File: config.mk
export PLATFORM = sky130hd
export DESIGN_NAME = sand_sweep_ctrl
export DESIGN_NICKNAME = d
export VERILOG_FILES = /design/src/rtl/sand_sweep_ctrl.sv
export SDC_FILE = /design/constraint.sdc
export NUM_CORES = 1
export LEC_CHECK = 0
export ABC_CLOCK_PERIOD_IN_PS = 3800
export BUFFER_PORTS_ARGS = -buffer_cell sky130_fd_sc_hd__buf_2
export CELL_PAD_IN_SITES_DETAIL_PLACEMENT = 1
export CELL_PAD_IN_SITES_GLOBAL_PLACEMENT = 2
export CORE_ASPECT_RATIO = 1.2
export CORE_MARGIN = 10
export CORE_UTILIZATION = 29
export DETAILED_ROUTE_END_ITERATION = 8
export GPL_ROUTABILITY_DRIVEN = 0
export PLACE_DENSITY_LB_ADDON = 0.1
export SYNTH_ARGS = -nofsm -noshare
export SYNTH_HDL_FRONTEND = slang
export SYNTH_SLANG_ARGS = --single-unit
File: constraint.sdc
create_clock -name clk -period 3.8 [get_ports clk]
set_clock_uncertainty 0.05 [all_clocks]
set_input_delay 0.38 -clock clk [delete_from_list [all_inputs] [get_ports clk]]
set_output_delay 0.38 -clock clk [all_outputs]
set_load 0.1 [all_outputs]
File: src/rtl/sand_sweep_ctrl.sv
`default_nettype none
// ============================================================================
// Module      : sand_sweep_ctrl
// Description : Runs one falling-sand physics step per frame tick. It sweeps
//               row pairs from the bottom up through a shared framebuffer RAM.
// Revision    : 1.0 - initial release
// ============================================================================
module sand_sweep_ctrl #(
    parameter int WORDS_PER_ROW = 40,
    parameter int NUM_ROWS      = 480,
    parameter int ADDR_W        = 15,
    parameter int SPOUT_WORD    = 20
) (
    input  logic              clk,
    input  logic              reset_n,
    input  logic              frame_tick,
    input  logic              spout_en,
    input  logic              mem_gnt,
    output logic              mem_req,
    output logic              mem_we,
    output logic [ADDR_W-1:0] mem_addr,
    output logic [31:0]       mem_wdata,
    input  logic [31:0]       mem_rdata,
    output logic [31:0]       region,
    output logic [31:0]       floor,
    output logic              screenbegin,
    output logic              screenend,
    output logic              screenbottom,
    output logic              spout,
    input  logic [31:0]       new_region,
    input  logic [31:0]       new_floor,
    output logic              busy,
    output logic              done,
    output logic              overrun
);

    localparam int c_RW = $clog2(NUM_ROWS);
    localparam int c_WW = (WORDS_PER_ROW > 1) ? $clog2(WORDS_PER_ROW) : 1;
    localparam logic [c_RW-1:0]   c_TOP_ROW   = c_RW'(NUM_ROWS - 2);
    localparam logic [c_WW-1:0]   c_LAST_WORD = c_WW'(WORDS_PER_ROW - 1);
    localparam logic [ADDR_W-1:0] c_WPR       = ADDR_W'(WORDS_PER_ROW);

    typedef enum logic [2:0] {
        S_IDLE   = 3'd0,
        S_RD_REG = 3'd1,
        S_RD_FLR = 3'd2,
        S_CAP    = 3'd3,
        S_WR_REG = 3'd4,
        S_WR_FLR = 3'd5,
        S_DONE   = 3'd6
    } state_t;

    state_t            r_state;
    state_t            w_next;
    logic [c_RW-1:0]   r_row;
    logic [c_WW-1:0]   r_word;
    logic              r_pending;
    logic              r_overrun;
    logic              r_cap_region;
    logic [31:0]       r_region;
    logic [31:0]       r_floor;
    logic [3:0]        r_flags;
    logic              w_start;
    logic              w_adv_word;
    logic              w_adv_row;
    logic [ADDR_W-1:0] w_reg_addr;
    logic [ADDR_W-1:0] w_flr_addr;

    assign w_reg_addr = ADDR_W'(r_row) * c_WPR + ADDR_W'(r_word);
    assign w_flr_addr = w_reg_addr + c_WPR;

    always_comb begin
        w_next     = r_state;
        mem_req    = 1'b0;
        mem_we     = 1'b0;
        mem_addr   = '0;
        mem_wdata  = '0;
        w_start    = 1'b0;
        w_adv_word = 1'b0;
        w_adv_row  = 1'b0;
        case (r_state)
            S_IDLE: begin
                if (frame_tick || r_pending) begin
                    w_start = 1'b1;
                    w_next  = S_RD_REG;
                end
            end
            S_RD_REG: begin
                mem_req  = 1'b1;
                mem_addr = w_reg_addr;
                if (mem_gnt) w_next = S_RD_FLR;
            end
            S_RD_FLR: begin
                mem_req  = 1'b1;
                mem_addr = w_flr_addr;
                if (mem_gnt) w_next = S_CAP;
            end
            S_CAP: w_next = S_WR_REG;
            S_WR_REG: begin
                mem_req   = 1'b1;
                mem_we    = 1'b1;
                mem_addr  = w_reg_addr;
                mem_wdata = new_region;
                if (mem_gnt) w_next = S_WR_FLR;
            end
            S_WR_FLR: begin
                mem_req   = 1'b1;
                mem_we    = 1'b1;
                mem_addr  = w_flr_addr;
                mem_wdata = new_floor;
                if (mem_gnt) begin
                    if (r_word != c_LAST_WORD) begin
                        w_adv_word = 1'b1;
                        w_next     = S_RD_REG;
                    end else if (r_row != '0) begin
                        w_adv_row = 1'b1;
                        w_next    = S_RD_REG;
                    end else begin
                        w_next = S_DONE;
                    end
                end
            end
            S_DONE:  w_next = S_IDLE;
            default: w_next = S_IDLE;
        endcase
    end

    always_ff @(posedge clk or negedge reset_n) begin
        if (!reset_n) begin
            r_state      <= S_IDLE;
            r_row        <= c_TOP_ROW;
            r_word       <= '0;
            r_pending    <= 1'b0;
            r_overrun    <= 1'b0;
            r_cap_region <= 1'b0;
            r_region     <= '0;
            r_floor      <= '0;
            r_flags      <= '0;
        end else begin
            r_state <= w_next;
            if (w_start) begin
                r_row  <= c_TOP_ROW;
                r_word <= '0;
            end else if (w_adv_word) begin
                r_word <= r_word + c_WW'(1);
            end else if (w_adv_row) begin
                r_word <= '0;
                r_row  <= r_row - c_RW'(1);
            end
            // A tick in the DONE cycle still counts as busy and queues a step.
            if (r_state == S_IDLE) begin
                if (w_start) r_pending <= 1'b0;
            end else if (frame_tick) begin
                if (!r_pending) r_pending <= 1'b1;
                else            r_overrun <= 1'b1;
            end
            // Region is captured only in the cycle right after its granted read.
            r_cap_region <= (r_state == S_RD_REG) && mem_gnt;
            if (r_cap_region)      r_region <= mem_rdata;
            if (r_state == S_CAP)  r_floor  <= mem_rdata;
            if (r_state == S_IDLE) begin
                r_flags <= '0;
            end else begin
                r_flags <= {r_word == '0,
                            r_word == c_LAST_WORD,
                            r_row == c_TOP_ROW,
                            spout_en && (r_row == '0) && (int'(r_word) == SPOUT_WORD)};
            end
        end
    end

    assign region       = r_region;
    assign floor        = r_floor;
    assign screenbegin  = r_flags[3];
    assign screenend    = r_flags[2];
    assign screenbottom = r_flags[1];
    assign spout        = r_flags[0];
    assign busy         = (r_state != S_IDLE);
    assign done         = (r_state == S_DONE);
    assign overrun      = r_overrun;

endmodule
`default_nettype wire

Yosys cells after proc, flatten, opt, wreduce, memory -nomap -nowiden
Index checks and enable logic that the tools add are counted.

storage, ports and cells
  bits in registers = 89
  input bits = 101
  output and inout bits = 120
  logic and storage cells = 83

operators by class
  add/subtract/negate cells = 4
  multipliers = 1
  equality and inequality tests = 17
  mux-type cells = 31
  bitwise gates (word level) = 1
  reductions and logical operators = 20

operators with widths
  operator                                             number
  one-hot mux 32 bit (2 select lines)                  1
  one-hot mux 15 bit (2 select lines)                  1
  2-to-1 mux 9 bit                                     3
  2-to-1 mux 3 bit                                     7
  2-to-1 mux 6 bit                                     3
  one-hot mux 3 bit (6 select lines)                   1
  adder 15 x 6 -> 15 bit                               1
  adder 15 x 6 -> 15 bit, second input constant        1
  2-to-1 mux 1 bit                                     14
  inequality test 2 bit, second input constant         7
  equality test 6 bit, second input constant           2
  multiplier 9 x 3 -> 12 bit, second input constant    1
  equality test 3 bit, second input constant           3
  equality test 9 bit, second input constant           1
  logical NOT 9 bit                                    1
  nonzero test 9 bit                                   1
  subtractor 9 x 1 -> 9 bit, second input constant     1
  adder 6 x 1 -> 6 bit, second input constant          1
  equality test 3 x 2 -> 1 bit, second input constant  2
  logical NOT 6 bit                                    1
  inequality test 6 bit, second input constant         1
  nonzero test 3 bit                                   2
  OR reduction 2 bit                                   3
  AND reduction 5 bit                                  1
  other kinds (10)                                     14

Logic depth before layout (Yosys ltp)
Gate-level depths: netlist of run 1.

  depth after elaboration = 8
  depth in mapped cells = 10
  gate-level depth less buffers = 10

Worst setup path after synthesis of run 1
OpenSTA, ideal clock, no wires.

  kind = reg-to-output
  start = reg r_row[3]
  end = out mem_addr[13]
  arrival = 5.161 ns
  data required time = 3.370 ns
  slack = -1.791 ns
  stages on the path, launching flop included = 11
  path buffers = 0
  path through = dfstp_2 > ha_1 > ha_1 > fa_1 > a211oi_1 > o21ai_0 > a211oi_1 > and3b_1 > a22oi_1 > o211a_1 > o31ai_1

on the way
  word-level cells in the longest chain between the ends = 4

RTL lines
  element                                RTL line  text
  from (decl)                            55        logic [c_RW-1:0] r_row;
  from (signal assigned)                 131       r_row <= c_TOP_ROW;
  from (signal assigned)                 142       r_row <= c_TOP_ROW;
  from (signal assigned)                 148       r_row <= r_row - c_RW'(1);
  multiplier 9 x 3 -> 12 bit *           69        assign w_reg_addr = ADDR_W'(r_row) * c_WPR + ADDR_W'(r_word);
  adder 15 x 6 -> 15 bit *               69
  adder 15 x 6 -> 15 bit                 70        assign w_flr_addr = w_reg_addr + c_WPR;
  one-hot mux 15 bit (2 select lines) *  81        case (r_state)
  to (decl)                              21        output logic [ADDR_W-1:0] mem_addr,

Every way passes the cells marked *; elsewhere a longest branch is shown, timed or not.

Worst setup path in the final report of run 1
Ends and elaborated chain as after synthesis.

==> results.yml, run 1 <==
placement:
  dp_hpwl_um: 14400
  placed_area_sq_mm: 0.00694
  portBuffers: 220
  post-place-ws_ns: -0.0779
global_routing:
  grt_pass1_wl_um: 28800
  grtUsageMet2_pct: 26.0
  grt_use_total_pct: 14.9
  grt-ovfl-total: 0
  grt_busiest_layer: "met2"
  use_met3_pct: 4.27
  grt_max_degree: 66
  grt_antenna_before_repair: 1
  grt_pass1_vias: 5156
  grtUsageMet1_pct: 17.2
synthesis:
  synth_area_leaders: "dfrtp_1 39%, mux2_2 14%, mux2i_1 6.1%"
  yosys.area.top_type_share_pct: 39.3
  synth_edf_count: 0
  synth_compound_area_share_pct: 8.96
  synth_top_cells_by_count: "82 x dfrtp_1, 64 x mux2_2, 64 x nor2_1"
  yosysSeqAreaShare_pct: 42.8
  async_flop_share_pct: 100
  synth_top_family_by_area: "multiplexers"
  syn_area_sq_mm: 0.00522
  ys_types: 64
  avgSynthCellArea_sq_um: 10.7
  ys.flop_type: "dfrtp_1"
  ys_ff_latch: 89
  synth_top_area_cell: "dfrtp_1"
  synth_xor_xnor_area_share_pct: 4.89
  synth_simple_gate_area_share_pct: 14.2
  synthAdderAreaFrac_pct: 6.04
  muxShareOfSynthArea_pct: 19.9
  syn-num-nets: 615
  synth_cells: 490
  synth.most_common_cell: "dfrtp_1"
  yosysWarnings: 0
timing:
  max_slew_margin_pct: 41.6
  period_minus_slack_ns: 3.94
  rsz0062_at_grt: "true"
  max_freq_mhz: 254
  setup_viol: 3
  finalHoldViolations: 0
  worstMarginPinSlew_ns: 0.876
  fin_ws_ns: -0.143
  final-max-slew-violation-count: 0
  min_period_over_period_pct: 104
cells_and_area:
  area_growth_pct: 45.5
  fin_nets: 873
  design_area_sq_mm: 0.00759
  drive_above_1_share_pct: 55.1
  final_core_util_pct: 43.2
  n_antenna_cell: 0
cts:
  clock_latency_ns: 0.33
  clk_pin_slew_worst_paths_ns: 0.06
  clockRootBuffer: "clkbuf_16"
  htreeDepth: 3
  tritoncts: "built"
  cts_buffers: 9
  cts_buffer_depth: 2
  hold_buffers: 0
  clock_sinks: 89
critical_path:
  worstSetupEndpointType: "output port"
  crit_family: "simple AND/OR/NAND/NOR gates"
  worstSetupStartpointType: "flip-flop"
  path_buf_inv: 4
  arrival_ns: 3.51
  cp_slowest_cell: "dfstp_2"
  cpMostUsedCell: "buf_4"
  crit_chain: "buf_4 -> ha_4 -> ha_4 -> and3_4 -> or3_4 -> and3_4 -> buf_4 -> and4b_1 -> a21o_1 -> buf_4 -> o211a_1 -> o31ai_4 -> buf_12"
  cpPeakStageDelay_ns: 0.56
  crit_required_ns: 3.37
  criticalPathCategory: "reg2out"
  worstPathMaxFanout: 5
hold_path:
  hp-class: "in2async"
die:
  ios: 221
  die_h_um: 167
  start_util_pct: 29.7
  coreArea_sq_mm: 0.0176
  fp.dieArea_sq_mm: 0.0238
  rows: 53
  fp.dieW_um: 142
detailed_routing:
  drt_iter0_markers: 87
  route.detailed.drc: 0
  antenna_left: 0
  wirelength_um: 18200
  via_count: 4712
  vias_per_cell: 4.85
  drtPass1Iterations: 4
  routedWlPerCell_um: 18.7
run_status:
  violations: "negative setup slack"
  status: "complete, but fails checks"
job:
  cap_violations: 0
## worst paths after layout
path / startpoint / endpoint / slack (ns) / cells after the start
worst max-delay path: r_row[3]$_DFFE_PN1P_ / mem_addr[13] / -0.14 / 13
worst min-delay path: reset_n / region[4]$_DFFE_PN0P_ / 0.10 / 1
worst max register to register: r_row[1]$_DFFE_PN1P_ / r_row[7]$_DFFE_PN1P_ / 0.82 / 10
worst min register to register: overrun$_DFFE_PN0P_ / overrun$_DFFE_PN0P_ / 0.42 / 1
max in group asynchronous: reset_n / region[20]$_DFFE_PN0P_ / 2.73 / 2
min in group clk: mem_rdata[27] / floor[27]$_DFFE_PN0P_ / 0.24 / 2
## cell type report
| cell class | instances | area [sq um] |
|---|---|---|
| fillers | 2032 | 9980 |
| well taps | 220 | 275 |
| inverters | 10 | 37.5 |
| clock inverters | 6 | 90.1 |
| repair buffers | 274 | 1610 |
| multi-input cells | 364 | 3120 |
| clock buffers | 9 | 225 |
| flip-flops and latches | 89 | 2240 |
## layout by cell type (no fill, tap or decap), types with 10 or more instances in the layout
master	netlist	final
mux2i_1	32	32
nand3_1	12	10
mux2_2	64	64
inv_1	10	10
nor2_1	64	62
xnor2_1	13	10
o21ai_0	13	11
nand2_1	19	17
ha_1	22	13
nor3_1	13	12
buf_4	1	55
buf_2	3	212
dfrtp_1	82	81
a21oi_1	16	12
## sequential cells by signal, summed over array words and instances, names as in the netlist
signal / cells
overrun: 1
floor: 32
r_pending: 1
r_row: 9
r_cap_region: 1
r_flags: 4
region: 32
r_state: 3
r_word: 6
## what timing repair did
item | 4_1_cts | 5_1_grt
gates resized for setup | 37 | 12
pin swaps | 27 | 8
setup endpoints to repair | 4 | 8
setup buffers | 13 | 1
## worst reg2reg max path, delay by kind of cell, from the launching register on
kind	cells	cell delay [ns]
buffers and inverters	3	0.40
adders and majority gates	1	0.19
DFF	1	0.57
and+or+nand+nor	6	1.71
## routing by layer
layer | wire [um] | share of wire, %
met1 | 7480 | 41
met2 | 9260 | 51
met3 | 1260 | 6.9
met4 | 197 | 1.1
met5 | 13 | 0.071
## kinds of logic (layout without fill, tap and decap cells)
logic type	after synthesis	after routing
xor gates and xnor gates	26	26
AOI/OAI and AO/OA	70	70
adders and majority gates	24	24
buffers and inverters	37	299
and+or+nand+nor	148	148
DFF	89	89
muxes	96	96
## metrics by stage
stage          std cells  hold slack, ns  setup TNS [ns]
6_report             972           0.101          -0.324
5_1_grt              972           0.163          -0.832
4_1_cts              971           0.148          -0.297
3_5_place_dp         946           0.411          -0.135
3_3_place_gp         946           0.396               0
2_1_floorplan        490          0.0344          -0.724
Power of run 1 is not shown: default switching activity piles up to over one toggle a cycle in this logic, so the estimate is an artifact.
==> run 2: changes to the inputs <==
Settings changed: PLACE_DENSITY set to 0.82, PLACE_DENSITY_LB_ADDON 0.1 to unset.
==> run 2 against run 1 <==
  * Die area is the same
  * The flow still finishes with violations (negative setup slack)
  * Non-clock buffer count down 6
  * Critical path depth fell by 1
  * Via count is 2.2% higher
  * Hold slack lost 0.012 ns
  * Maximum frequency is 0.59% lower
  * Global-route usage down 0.39 points
  * Flip-flop and latch count unchanged
==> results.yml, run 2 (same netlist as run 1, synthesis figures left out) <==
placement:
  portBuffers: 220
  post-place-ws_ns: -0.164
  dp_hpwl_um: 14700
timing:
  min_period_over_period_pct: 104
  max_freq_mhz: 252
  period_minus_slack_ns: 3.97
  final-max-slew-violation-count: 0
  setup_viol: 3
  fin_ws_ns: -0.166
  worstMarginPinSlew_ns: 0.795
  max_slew_margin_pct: 47.0
  finalHoldViolations: 0
  hold_ws_ns: 0.0884
  rsz0062_at_grt: "true"
critical_path:
  r2r_cells: 10
  cpPeakStageDelay_ns: 0.59
  path_buf_inv: 2
  worstSetupStartpointType: "flip-flop"
  crit_required_ns: 3.37
  worstSetupEndpointType: "output port"
  timing.rr.end: "r_row[5]$_DFFE_PN0P_"
  r2r_setup_slack_ns: 0.74
  crit_family: "simple AND/OR/NAND/NOR gates"
  criticalPathCategory: "reg2out"
  worstPathMaxFanout: 5
  crit_chain: "ha_2 -> ha_4 -> fa_2 -> buf_4 -> nand2b_1 -> a2bb2oi_2 -> nor2_2 -> nand4bb_1 -> or2_1 -> or3b_1 -> a32o_2 -> buf_12"
  rr_startpoint: "r_row[1]$_DFFE_PN1P_"
  arrival_ns: 3.54
  cp_slowest_cell: "dfstp_2"
die:
  coreArea_sq_mm: 0.0176
  ios: 221
  die_h_um: 167
  start_util_pct: 29.7
  fp.dieArea_sq_mm: 0.0238
  rows: 53
  fp.dieW_um: 142
detailed_routing:
  route.detailed.drc: 0
  drt_iter0_markers: 97
  drtPass1Iterations: 4
  wirelength_um: 18300
  vias_per_cell: 4.98
  routedWlPerCell_um: 18.9
  antenna_left: 0
  via_count: 4817
run_status:
  status: "complete, but fails checks"
  violations: "negative setup slack"
cts:
  tritoncts: "built"
  clock_latency_ns: 0.33
  cts_buffers: 9
  clk_pin_slew_worst_paths_ns: 0.06
  cts_buffer_depth: 2
  htreeDepth: 3
  clock_sinks: 89
  hold_buffers: 0
  clockRootBuffer: "clkbuf_16"
cells_and_area:
  fin_nets: 867
  fillers: 2060
  final_cell_mix: "212 x buf_2, 81 x dfrtp_1, 64 x mux2_2"
  drive_above_1_share_pct: 53.5
  area_growth_pct: 43.4
  final_core_util_pct: 42.6
  final_common_cell: "buf_2"
global_routing:
  grt_use_total_pct: 14.5
  grt_antenna_before_repair: 2
  grt-ovfl-total: 0
  grt_pass1_wl_um: 28500
  grt_max_degree: 62
  grt_pass1_vias: 5355
hold_path:
  hp-class: "in2async"
job:
  cap_violations: 0
-- run 2: changes by cell type in the layout (fill, tap and decap cells not counted), moves of 2 or more --
cell | before | now
buf_4 | 55 | 47
ha_1 | 13 | 18
ha_4 | 6 | 3
a21oi_1 | 12 | 14
a21oi_2 | 4 | 2
buf_6 | 1 | 3
ha_2 | 3 | 1
nor3_2 | 1 | 3
o21ai_0 | 11 | 9
o21ai_1 | 3 | 5
-- run 2: how the worst max path moves through the flow --
stage | startpoint | end | slack [ns] | cells past startpoint
after floorplan | r_row[3]$_DFFE_PN1P_ | mem_addr[13] | -0.40 | 10
after global placement | r_row[1]$_DFFE_PN1P_ | mem_addr[13] | 0.001 | 12
after detailed placement | r_row[3]$_DFFE_PN1P_ | mem_addr[13] | -0.16 | 12
after CTS | r_row[3]$_DFFE_PN1P_ | mem_addr[12] | -0.17 | 12
after global routing | r_row[1]$_DFFE_PN1P_ | mem_addr[13] | -0.31 | 12
final | r_row[2]$_DFFE_PN1P_ | mem_addr[12] | -0.17 | 12
-- run 2: timing repair --
item | 4_1_cts | 5_1_grt
endpoints found under the setup margin | 7 | 7
resized for setup | 31 | 11
setup buffers | 8 | 5
gates cloned | 0 | 0
pin swaps | 20 | 11
-- run 2: final cells by class --
type,count,area (sq um),share of cell area (%)
flip-flops and latches,89,2240,29.9
clock inverters,7,100,1.34
multi-input cells,364,3040,40.6
repair buffers,268,1570,20.9
diodes,1,2.50,0.0334
clock buffers,9,225,3.01
well taps,220,275,3.68
inverters,10,37.5,0.502
-- run 2: stage by stage --
step	area [sq um]	std cells	setup TNS [ns]
4_1_cts	7430	964	-0.392
5_1_grt	7480	968	-0.890
3_3_place_gp	6910	941	0
3_5_place_dp	6910	941	-0.234
6_report	7480	968	-0.367
2_1_floorplan	5290	490	-0.724
-- run 2: metal layers --
metal,up-vias,part of all wire (%),GRT usage [%]
li1,2260,-,-
met1,2368,40,16.1
met2,164,51,25.3
met3,23,7.5,4.89
met4,2,1.7,4.27
met5,-,0.060,0
Power of run 2 is left out for the same reason.
